`src/rtl/hamming_decoder.sv`:
```
`default_nettype none
// ---------------------------------------------------------------------------
// hamming_decoder : two-stage Hamming(12,8) SEC decoder with error counters
// Revision 1.0
// ---------------------------------------------------------------------------
module hamming_decoder #(
   parameter int CNT_W = 16
) (
   input  logic             clk,
   input  logic             arstn,
   input  logic             in_valid,
   input  logic [11:0]      hc_in,
   input  logic             cnt_clr,
   output logic             out_valid,
   output logic [7:0]       data_out,
   output logic             err_corr,
   output logic             err_uncorr,
   output logic [3:0]       syndrome_out,
   output logic [CNT_W-1:0] corr_cnt,
   output logic [CNT_W-1:0] uncorr_cnt
);

   localparam logic [CNT_W-1:0] CNT_MAX = '1;

   function automatic logic [3:0] calc_syn(input logic [11:0] c);
      calc_syn[0] = c[0] ^ c[2] ^ c[4] ^ c[6] ^ c[8] ^ c[10];
      calc_syn[1] = c[1] ^ c[2] ^ c[5] ^ c[6] ^ c[9] ^ c[10];
      calc_syn[2] = c[3] ^ c[4] ^ c[5] ^ c[6] ^ c[11];
      calc_syn[3] = c[7] ^ c[8] ^ c[9] ^ c[10] ^ c[11];
   endfunction

   function automatic logic [7:0] extract(input logic [11:0] c);
      extract = {c[11], c[10], c[9], c[8], c[6], c[5], c[4], c[2]};
   endfunction

   logic        s1_valid;
   logic [11:0] s1_code;
   logic [3:0]  s1_syn;

   always_ff @(posedge clk or negedge arstn) begin
      if (!arstn) begin
         s1_valid <= 1'b0;
         s1_code  <= '0;
         s1_syn   <= '0;
      end else begin
         s1_valid <= in_valid;
         s1_code  <= in_valid ? hc_in : 12'd0;
         s1_syn   <= in_valid ? calc_syn(hc_in) : 4'd0;
      end
   end

   logic [11:0] fix_mask;
   logic        corr_next;
   logic        uncorr_next;
   logic [7:0]  data_next;
   logic [3:0]  syn_next;

   // Syndromes 1..12 name the faulty bit position directly (position k = bit k-1).
   always_comb begin
      fix_mask    = '0;
      corr_next   = 1'b0;
      uncorr_next = 1'b0;
      data_next   = '0;
      syn_next    = '0;
      if (s1_valid) begin
         syn_next = s1_syn;
         if (s1_syn != 4'd0 && s1_syn <= 4'd12) begin
            fix_mask  = 12'(1) << (s1_syn - 4'd1);
            corr_next = 1'b1;
         end else if (s1_syn >= 4'd13) begin
            uncorr_next = 1'b1;
         end
         data_next = extract(s1_code ^ fix_mask);
      end
   end

   always_ff @(posedge clk or negedge arstn) begin
      if (!arstn) begin
         out_valid    <= 1'b0;
         data_out     <= '0;
         err_corr     <= 1'b0;
         err_uncorr   <= 1'b0;
         syndrome_out <= '0;
      end else begin
         out_valid    <= s1_valid;
         data_out     <= data_next;
         err_corr     <= corr_next;
         err_uncorr   <= uncorr_next;
         syndrome_out <= syn_next;
      end
   end

   // Clear wins over a coincident increment; counts stick at all-ones.
   always_ff @(posedge clk or negedge arstn) begin
      if (!arstn) begin
         corr_cnt   <= '0;
         uncorr_cnt <= '0;
      end else if (cnt_clr) begin
         corr_cnt   <= '0;
         uncorr_cnt <= '0;
      end else begin
         if (corr_next && corr_cnt != CNT_MAX)
            corr_cnt <= corr_cnt + 1'b1;
         if (uncorr_next && uncorr_cnt != CNT_MAX)
            uncorr_cnt <= uncorr_cnt + 1'b1;
      end
   end

endmodule
`default_nettype wire

```
`config.mk`:
```
export PLATFORM = sky130hd
export DESIGN_NAME = hamming_decoder
export DESIGN_NICKNAME = d
export VERILOG_FILES = /design/src/rtl/hamming_decoder.sv
export SDC_FILE = /design/constraint.sdc
export NUM_CORES = 1
export LEC_CHECK = 0
export CAP_MARGIN = 20
export CORE_ASPECT_RATIO = 1.5
export CORE_MARGIN = 2
export CORE_UTILIZATION = 45
export CTS_CLUSTER_SIZE = 8
export DETAILED_ROUTE_END_ITERATION = 8
export PLACE_DENSITY = 0.71
export REMOVE_ABC_BUFFERS = 1
export SYNTH_ARGS = -nofsm -noshare
export SYNTH_HDL_FRONTEND = slang
export SYNTH_SLANG_ARGS = --single-unit
```
`constraint.sdc`:
```
create_clock -name clk -period 3.2 [get_ports clk]
set_input_delay 0.64 -clock clk [delete_from_list [all_inputs] [get_ports clk]]
set_output_delay 0.64 -clock clk [all_outputs]
set_load 0.1 [all_outputs]
```
# == Word level (Yosys, flattened, before mapping) ==
# Cells that the tools add are included.
# totals
out_inout_bits,47
wordCells,58
regBits,64
in_bits,16
# op_classes
bitwise_logic,19
order_cmp,2
eq_ne,2
shifts,1
reduce_logical,6
mux,15
addsub,3
# ops
cell,count
2-to-1 mux 16 bit,4
2-to-1 mux 12 bit,3
adder 16 x 1 -> 16 bit (second input constant),2
!= test 16 bit (second input constant),2
bitwise XOR 1 bit,18
<< shifter 1 x 4 -> 12 bit (first input constant),1
bitwise XOR 12 bit,1
2-to-1 mux 4 bit,2
2-to-1 mux 8 bit,1
2-to-1 mux 1 bit,5
>= comparator 4 bit (second input constant),1
less-or-equal comparator 4 bit (second input constant),1
nonzero test 2 bit,2
nonzero test 4 bit,1
subtractor 4 x 1 -> 4 bit (second input constant),1
logical AND 1 bit,3

# == Longest topological paths before layout ==
# Gate-level depths: netlist of the first run.
# logic_depth
word_depth,7
ltp_mapped,7
mapped_depth_nobuf,6

# == Worst setup path after synthesis of the first run ==
# Ideal clock, no wire load.
# synth_path
path_kind,register to register
from,register uncorr_cnt[1]
to,register uncorr_cnt[8]
arrival_ns,2.490
required_time_ns,3.072
n_path_buf,1
synth_period_minus_slack_ns,2.618
stages_incl_launch_ff,7
setup_time_ns,0.128
setup_slack_ns,0.582
cell_sequence,dfrtp_1 -> ha_1 -> nand4_1 -> or2_0 -> clkbuf_1 -> nor4b_1 -> mux2_1
# synth_between
elab_chain_cells,3
word_cells_on_any_way,6
classes_between,add/sub: 1; eq/ne: 1; mux: 2; reduce/logical: 2
# synth_lines
item,line_no,source
from (decl),20,output logic [CNT_W-1:0] uncorr_cnt
from (signal assigned),105,uncorr_cnt <= uncorr_cnt + 1'b1;
adder 16 x 1 -> 16 bit / != test 16 bit (equally long branches),"105, 104",
2-to-1 mux 16 bit / logical AND 1 bit (equally long branches),104,if (uncorr_next && uncorr_cnt != CNT_MAX)
2-to-1 mux 16 bit / nonzero test 2 bit (equally long branches),--,
# Several ways; a longest one is shown, not always the timed one. The select of a mux whose other input is x is not followed.
# A chain may end at the register's enable or synchronous reset.

# == Final worst setup path of the first run ==
# layout_path
from,register s1_valid
to,register uncorr_cnt[13]
# layout_between
elab_chain_cells,3
# layout_lines
item,line_no,source
from (decl),36,logic s1_valid;
from (signal assigned),46,s1_valid <= in_valid;
2-to-1 mux 1 bit,65,if (s1_valid) begin
logical AND 1 bit,104,
nonzero test 2 bit (no source line),--,
# No other way between the ends.

==> flow_summary.toml, run 1 <==
[global_route]
grt_pass1_wl_mm = 10.98
grt_start_max_net_pins = 40
grt_usage_pct = 18.42
antenna_found_initial = 0
grt_pass1_vias = 2447
grt_overflow = 0

[detailed_routing]
route.detailed.drc = 0
drtIter0Drc = 121
avgViaCountPerCell = 5.676
totalWireLength_mm = 6.410
drtPass1Iterations = 4
num_vias = 2526
ant_nets = 0
wire_per_inst_um = 14.40

[cells_and_area]
final_nets = 382
ff_latch_area_mm2 = 0.001501
final_area_mm2 = 0.003844
antenna_cells = 0
synthToLayoutAreaGrowth_pct = 23.77
fillers = 603
multi_input_area_mm2 = 0.001506
drive_above_1_share_pct = 20.71

[yosys]
yosysSeqAreaShare_pct = 48.35
ys.flop_type = "dfrtp_1"
synth_warnings = 0
ys_ff_latch = 60
synth_common_cells = "dfrtp_1 (60), a21oi_1 (24), and2_1 (24)"
synth-edff-count = 0
synth_area_mm2 = 0.003105
synth_top_area_share_pct = 48.35
synth.avg_cell_area_um2 = 10.32
async_reset_ff_share_pct = 100.0
synth.most_common_cell = "dfrtp_1"
postSynthCellCount = 301
synth.area.top_cells = "dfrtp_1 (48%), and2_1 (4.8%), xnor2_1 (4.5%), or4_1 (4.4%), a21oi_1 (3.9%)"
yosysTopAreaCell = "dfrtp_1"
ys_types = 46

[clock_tree]
cts_sinks = 60
clk_latency_ns = 0.33
cts_buffers = 9
ctsRootBufferMaster = "clkbuf_8"
cts_tree = "yes"
ctsHoldBuffers = 0
cts_resized = 0
cts.htree.levels = 3
cts_setup_buffers = 0
clock_path_buffers = 2
clk_pin_slew_ns = 0.07

[sta]
tns_ns = 0
holdWs_ns = 0.3549
worst_slew_pin_slew_ns = 0.8323
period_share_pct = 74.01
setup_viol = 0
period_needed_ns = 2.368
hold_viol_final = 0
rsz0062_at_grt = "false"
finClkSkew_ns = 0.008087
postLayoutSetupSlackWorst_ns = 0.8318
timing.fmax_mhz = 422.3
slew_viol_final = 0
maxSlewHeadroom_pct = 44.51

[place]
hpwl_mm = 4.619
io_buffers = 62
gp_congestion = 0.8327
pre_cts_ws_ns = 0.8448
dpl-instance-area_mm2 = 0.003675

[floorplan]
fp.dieW_um = 71.83
coreArea_mm2 = 0.006759
io_pins = 63
die_y_um = 105.7
num_rows = 37
start_util_pct = 45.95
die-area_mm2 = 0.007595

[setup_path]
arrival_ns = 2.59
criticalPathCategory = "reg2reg"
end_kind = "register"
rr_worst_depth = 4
rrSetupSlack_ns = 0.83
path_max_fanout = 21
cp-start-kind = "register"
required_ns = 3.42

[power_and_ir_drop]
pwr-share-comb_pct = 19.7
sequentialPowerShare_pct = 47.2
total_power_uw = 1770
p_leak_uw = 0.001678
max-vdd-ir-drop_uv = 256.5
p_int_uw = 1215
p_clk_share_pct = 33.1
switchingPower_uw = 555.2
power_density_mw_per_mm2 = 460.5
sw_frac_of_total_pct = 31.36

[worst_hold_path]
hold_class = "in2async"

[flow_run]
max-cap-violations = 0

[outcome]
outcome = "finished, final reports clean"
## sequential cells by signal, summed over array words and instances, names as in the netlist
name and flops:
corr_cnt 16, uncorr_cnt 16, s1_valid 1, s1_code 8, out_valid 1, data_out 8, err_corr 1, syndrome_out 4
err_uncorr 1, s1_syn 4
## final timing paths
kind,endpoint,from
worst max register to register,uncorr_cnt[13],s1_valid
min in group clk,data_out[4],s1_code[8]
max in group asynchronous,s1_code[8],arstn
worst min-delay path,corr_cnt[13],arstn
worst max-delay path,uncorr_cnt[13],s1_valid
worst min register to register,data_out[4],s1_code[8]
## area by class of cell
| class | instances | area share, % |
|---|---|---|
| Multi-Input combinational cell | 217 | 39.19 |
| Clock buffer | 13 | 4.134 |
| Clock inverter | 2 | 0.2604 |
| Inverter | 7 | 0.6836 |
| Tap cell | 78 | 2.539 |
| Timing Repair Buffer | 68 | 14.13 |
| Sequential cell | 60 | 39.06 |
## metal layers
metal  track usage [%]  up-vias  part of all wire [%]
li1                  -     1241                     -
met1             22.01     1225                    41
met2             31.02       55                    53
met3             4.685        5                   3.8
met4             7.682        0                   1.4
met5                 0        -                     0
## critical path: stages, from the launching register on
cell       delay [ns]
dfrtp_1          0.58
o2111ai_2        0.54
nor4_2           0.60
o2111ai_1        0.20
mux2_1           0.34
## cell usage in the layout (no fill, tap or decap), types with 3 or more instances in the layout
master           instances
nand4_1                  8
nor2_1                  10
and4_1                   5
nor2b_1                  6
and2_1                  24
nand2_1                  9
buf_4                   53
clkbuf_8                11
xor2_1                   8
clkdlybuf4s50_1         14
or4_1                   18
ha_1                     3
nor3_1                   7
nor4_1                   3
mux2_1                   6
o41ai_1                  3
o21ai_0                  6
a21oi_1                 24
o31ai_1                 14
inv_1                    7
xnor2_1                 16
nand4b_1                 3
nand3_1                 14
or3_1                    4
dfrtp_1                 60
## through the flow
stage | instances | util (%)
detailed placement | 430 | 54.37
global placement | 430 | 54.37
finish | 445 | 56.87
global route | 445 | 56.87
floorplan | 284 | -
CTS | 445 | 56.87
## power by group through the flow
stage | combinational, µW | clock, µW | sequential [µW]
after global placement | 349 | 0 | 846
after detailed placement | 353 | 0 | 849
after floorplan | 108 | 0 | 982
after CTS | 354 | 605 | 835
after global routing | 374 | 637 | 841
final | 349 | 587 | 835
## cell families (layout without fill, tap and decap cells)
group | Yosys count | in the layout | synth area share (%)
AO/OA/AOI/OAI | 55 | 55 | 11.64
XOR/XNOR | 24 | 24 | 6.769
adder cells (fa/ha/maj) | 3 | 3 | 1.209
buffers and inverters | 24 | 90 | 3.344
flip-flops | 60 | 60 | 48.35
multiplexers | 7 | 7 | 2.498
AND/OR/NAND/NOR | 128 | 128 | 26.19
Note: power is estimated with default switching activity, not from simulation.
==> run 2: changes to the inputs <==
==> constraint.sdc (replaced) <==
create_clock -name clk -period 2.35 [get_ports clk]
set_input_delay 0.47 -clock clk [delete_from_list [all_inputs] [get_ports clk]]
set_output_delay 0.47 -clock clk [all_outputs]
set_load 0.1 [all_outputs]
==> flow_summary.toml, run 2 (synthesized netlist as in run 1, its figures left out) <==
[cells_and_area]
final_nets = 391
final_cells = 454
antenna_cells = 0
fillers = 604
drive_above_1_share_pct = 22.61
synthToLayoutAreaGrowth_pct = 25.95
reg_top3 = "corr_cnt: 16 flops, uncorr_cnt: 16 flops"
final_core_util_pct = 57.87
multi_input_area_mm2 = 0.001506
final_common_cell = "buf_4"
ff_latch_area_mm2 = 0.001501
layout_common_cells = "buf_4 (62), dfrtp_1 (60), and2_1 (24), a21oi_1 (24), or4_1 (18)"

[sta]
period_share_pct = 87.02
setup_viol = 0
slew_viol_final = 0
worst_slew_pin_slew_ns = 0.7459
timing.fmax_mhz = 489.0
finClkSkew_ns = 0.006005
hold_viol_final = 0
rsz0062_at_grt = "false"
period_needed_ns = 2.045
maxSlewHeadroom_pct = 49.89

[setup_path]
required_ns = 2.56
path_cells = "ha_1 > nand4_1 > or2_0 > nor4b_1 > mux2_1"
slowest_delay_ns = 0.45
rr_worst_depth = 5
worst-path-stages = 5
end_kind = "register"
critPathBufInv = 0
arrival_ns = 2.26
path_max_fanout = 8
cp-start-kind = "register"
criticalPathCategory = "reg2reg"
critical_path.top_delay_family = "simple AND/OR/NAND/NOR gates"
critPathSlowestCell = "dfrtp_1"

[clock_tree]
cts_tree = "yes"
ctsRootBufferMaster = "clkbuf_8"
cts_resized = 0
cts_setup_buffers = 0
clk_pin_slew_ns = 0.06
ctsHoldBuffers = 0
cts.htree.levels = 3
clk_latency_ns = 0.33
cts_buffers = 9
cts_sinks = 60
clock_path_buffers = 2

[place]
io_buffers = 62
hpwl_mm = 5.072
gp_congestion = 0.8456
dp.cells = 439

[floorplan]
die_y_um = 105.7
die-area_mm2 = 0.007595
coreArea_mm2 = 0.006759
num_rows = 37
start_util_pct = 45.95
io_pins = 63
fp.dieW_um = 71.83

[detailed_routing]
num_vias = 2587
wire_per_inst_um = 14.78
route.detailed.drc = 0
drtPass1Iterations = 4
avgViaCountPerCell = 5.698
totalWireLength_mm = 6.708
ant_nets = 0
drtIter0Drc = 147

[global_route]
grt_overflow = 0
use_met2_pct = 32.94
grt_pass1_wl_mm = 11.25
use_met1_pct = 21.69
antenna_found_initial = 0
busiest_layer = "met2"
grt_start_max_net_pins = 26
grt_pass1_vias = 2405
grt_usage_pct = 18.95
met3_usage_pct = 2.964

[power_and_ir_drop]
power_density_mw_per_mm2 = 623.6
max-vdd-ir-drop_uv = 338.3
sequentialPowerShare_pct = 45.9
switchingPower_uw = 769.6
p_leak_uw = 0.001723
sw_frac_of_total_pct = 31.55
p_clk_share_pct = 33.0
p_int_uw = 1670
pwr-share-comb_pct = 21.0

[flow_run]
max-cap-violations = 0

[worst_hold_path]
hold_class = "in2async"

[outcome]
outcome = "finished, final reports clean"
run 2: layout make-up:
cell class	instances	area share, %
Clock buffer	13	4.063
Clock inverter	2	0.2559
Inverter	7	0.6718
Multi-Input combinational cell	217	38.52
Sequential cell	60	38.39
Tap cell	78	2.495
Timing Repair Buffer	77	15.61
run 2: stage by stage:
stage	area (µm²)	hold WS, ns	setup TNS [ns]	power (µW)	worst slack, ns
after floorplan	3028	0.1744	-11.60	1484	-0.7721
after global placement	3742	0.5067	0	1650	0.3597
after detailed placement	3742	0.5158	0	1658	0.3278
after CTS	3911	0.1485	0	2473	0.3209
after global routing	3911	0.1776	0	2544	0.1866
final	3911	0.1402	0	2439	0.3051
run 2: per-layer routing:
metal,share of wire [%],vias to the layer above
met5,0,-
met4,2.2,0
met3,3.0,12
met2,55,57
met1,40,1264
li1,-,1254
run 2: worst paths after layout:
check,start,to,slack (ns)
max,uncorr_cnt[0],uncorr_cnt[8],0.31
min,arstn,corr_cnt[14],0.14
max reg2reg,uncorr_cnt[0],uncorr_cnt[8],0.31
min reg2reg,s1_code[10],data_out[6],0.58
max in group asynchronous,arstn,s1_syn[0],1.53
min in group clk,s1_code[10],data_out[6],0.58
run 2: worst reg2reg max path, delay by kind of cell, from the launching register on:
family                   cells  cell delay (ns)
flip-flops                   1             0.45
adder cells (fa/ha/maj)      1             0.25
AND/OR/NAND/NOR              3             0.88
multiplexers                 1             0.35
run 2: power by group through the flow:
stage	Clock [µW]	Combinational, µW	Sequential, µW
finish	806	513	1120
global placement	0	513	1140
floorplan	0	146	1340
global route	872	547	1120
CTS	833	519	1120
detailed placement	0	519	1140
==> run 3: changes to the inputs <==
--- a/config.mk
+++ b/config.mk
@@ -13,6 +13,7 @@
 export DETAILED_ROUTE_END_ITERATION = 8
 export PLACE_DENSITY = 0.71
 export REMOVE_ABC_BUFFERS = 1
+export SKIP_LAST_GASP = 1
 export SYNTH_ARGS = -nofsm -noshare
 export SYNTH_HDL_FRONTEND = slang
 export SYNTH_SLANG_ARGS = --single-unit
==> results of run 3 <==
Final layout, timing and power as in run 2 (identical DEF).
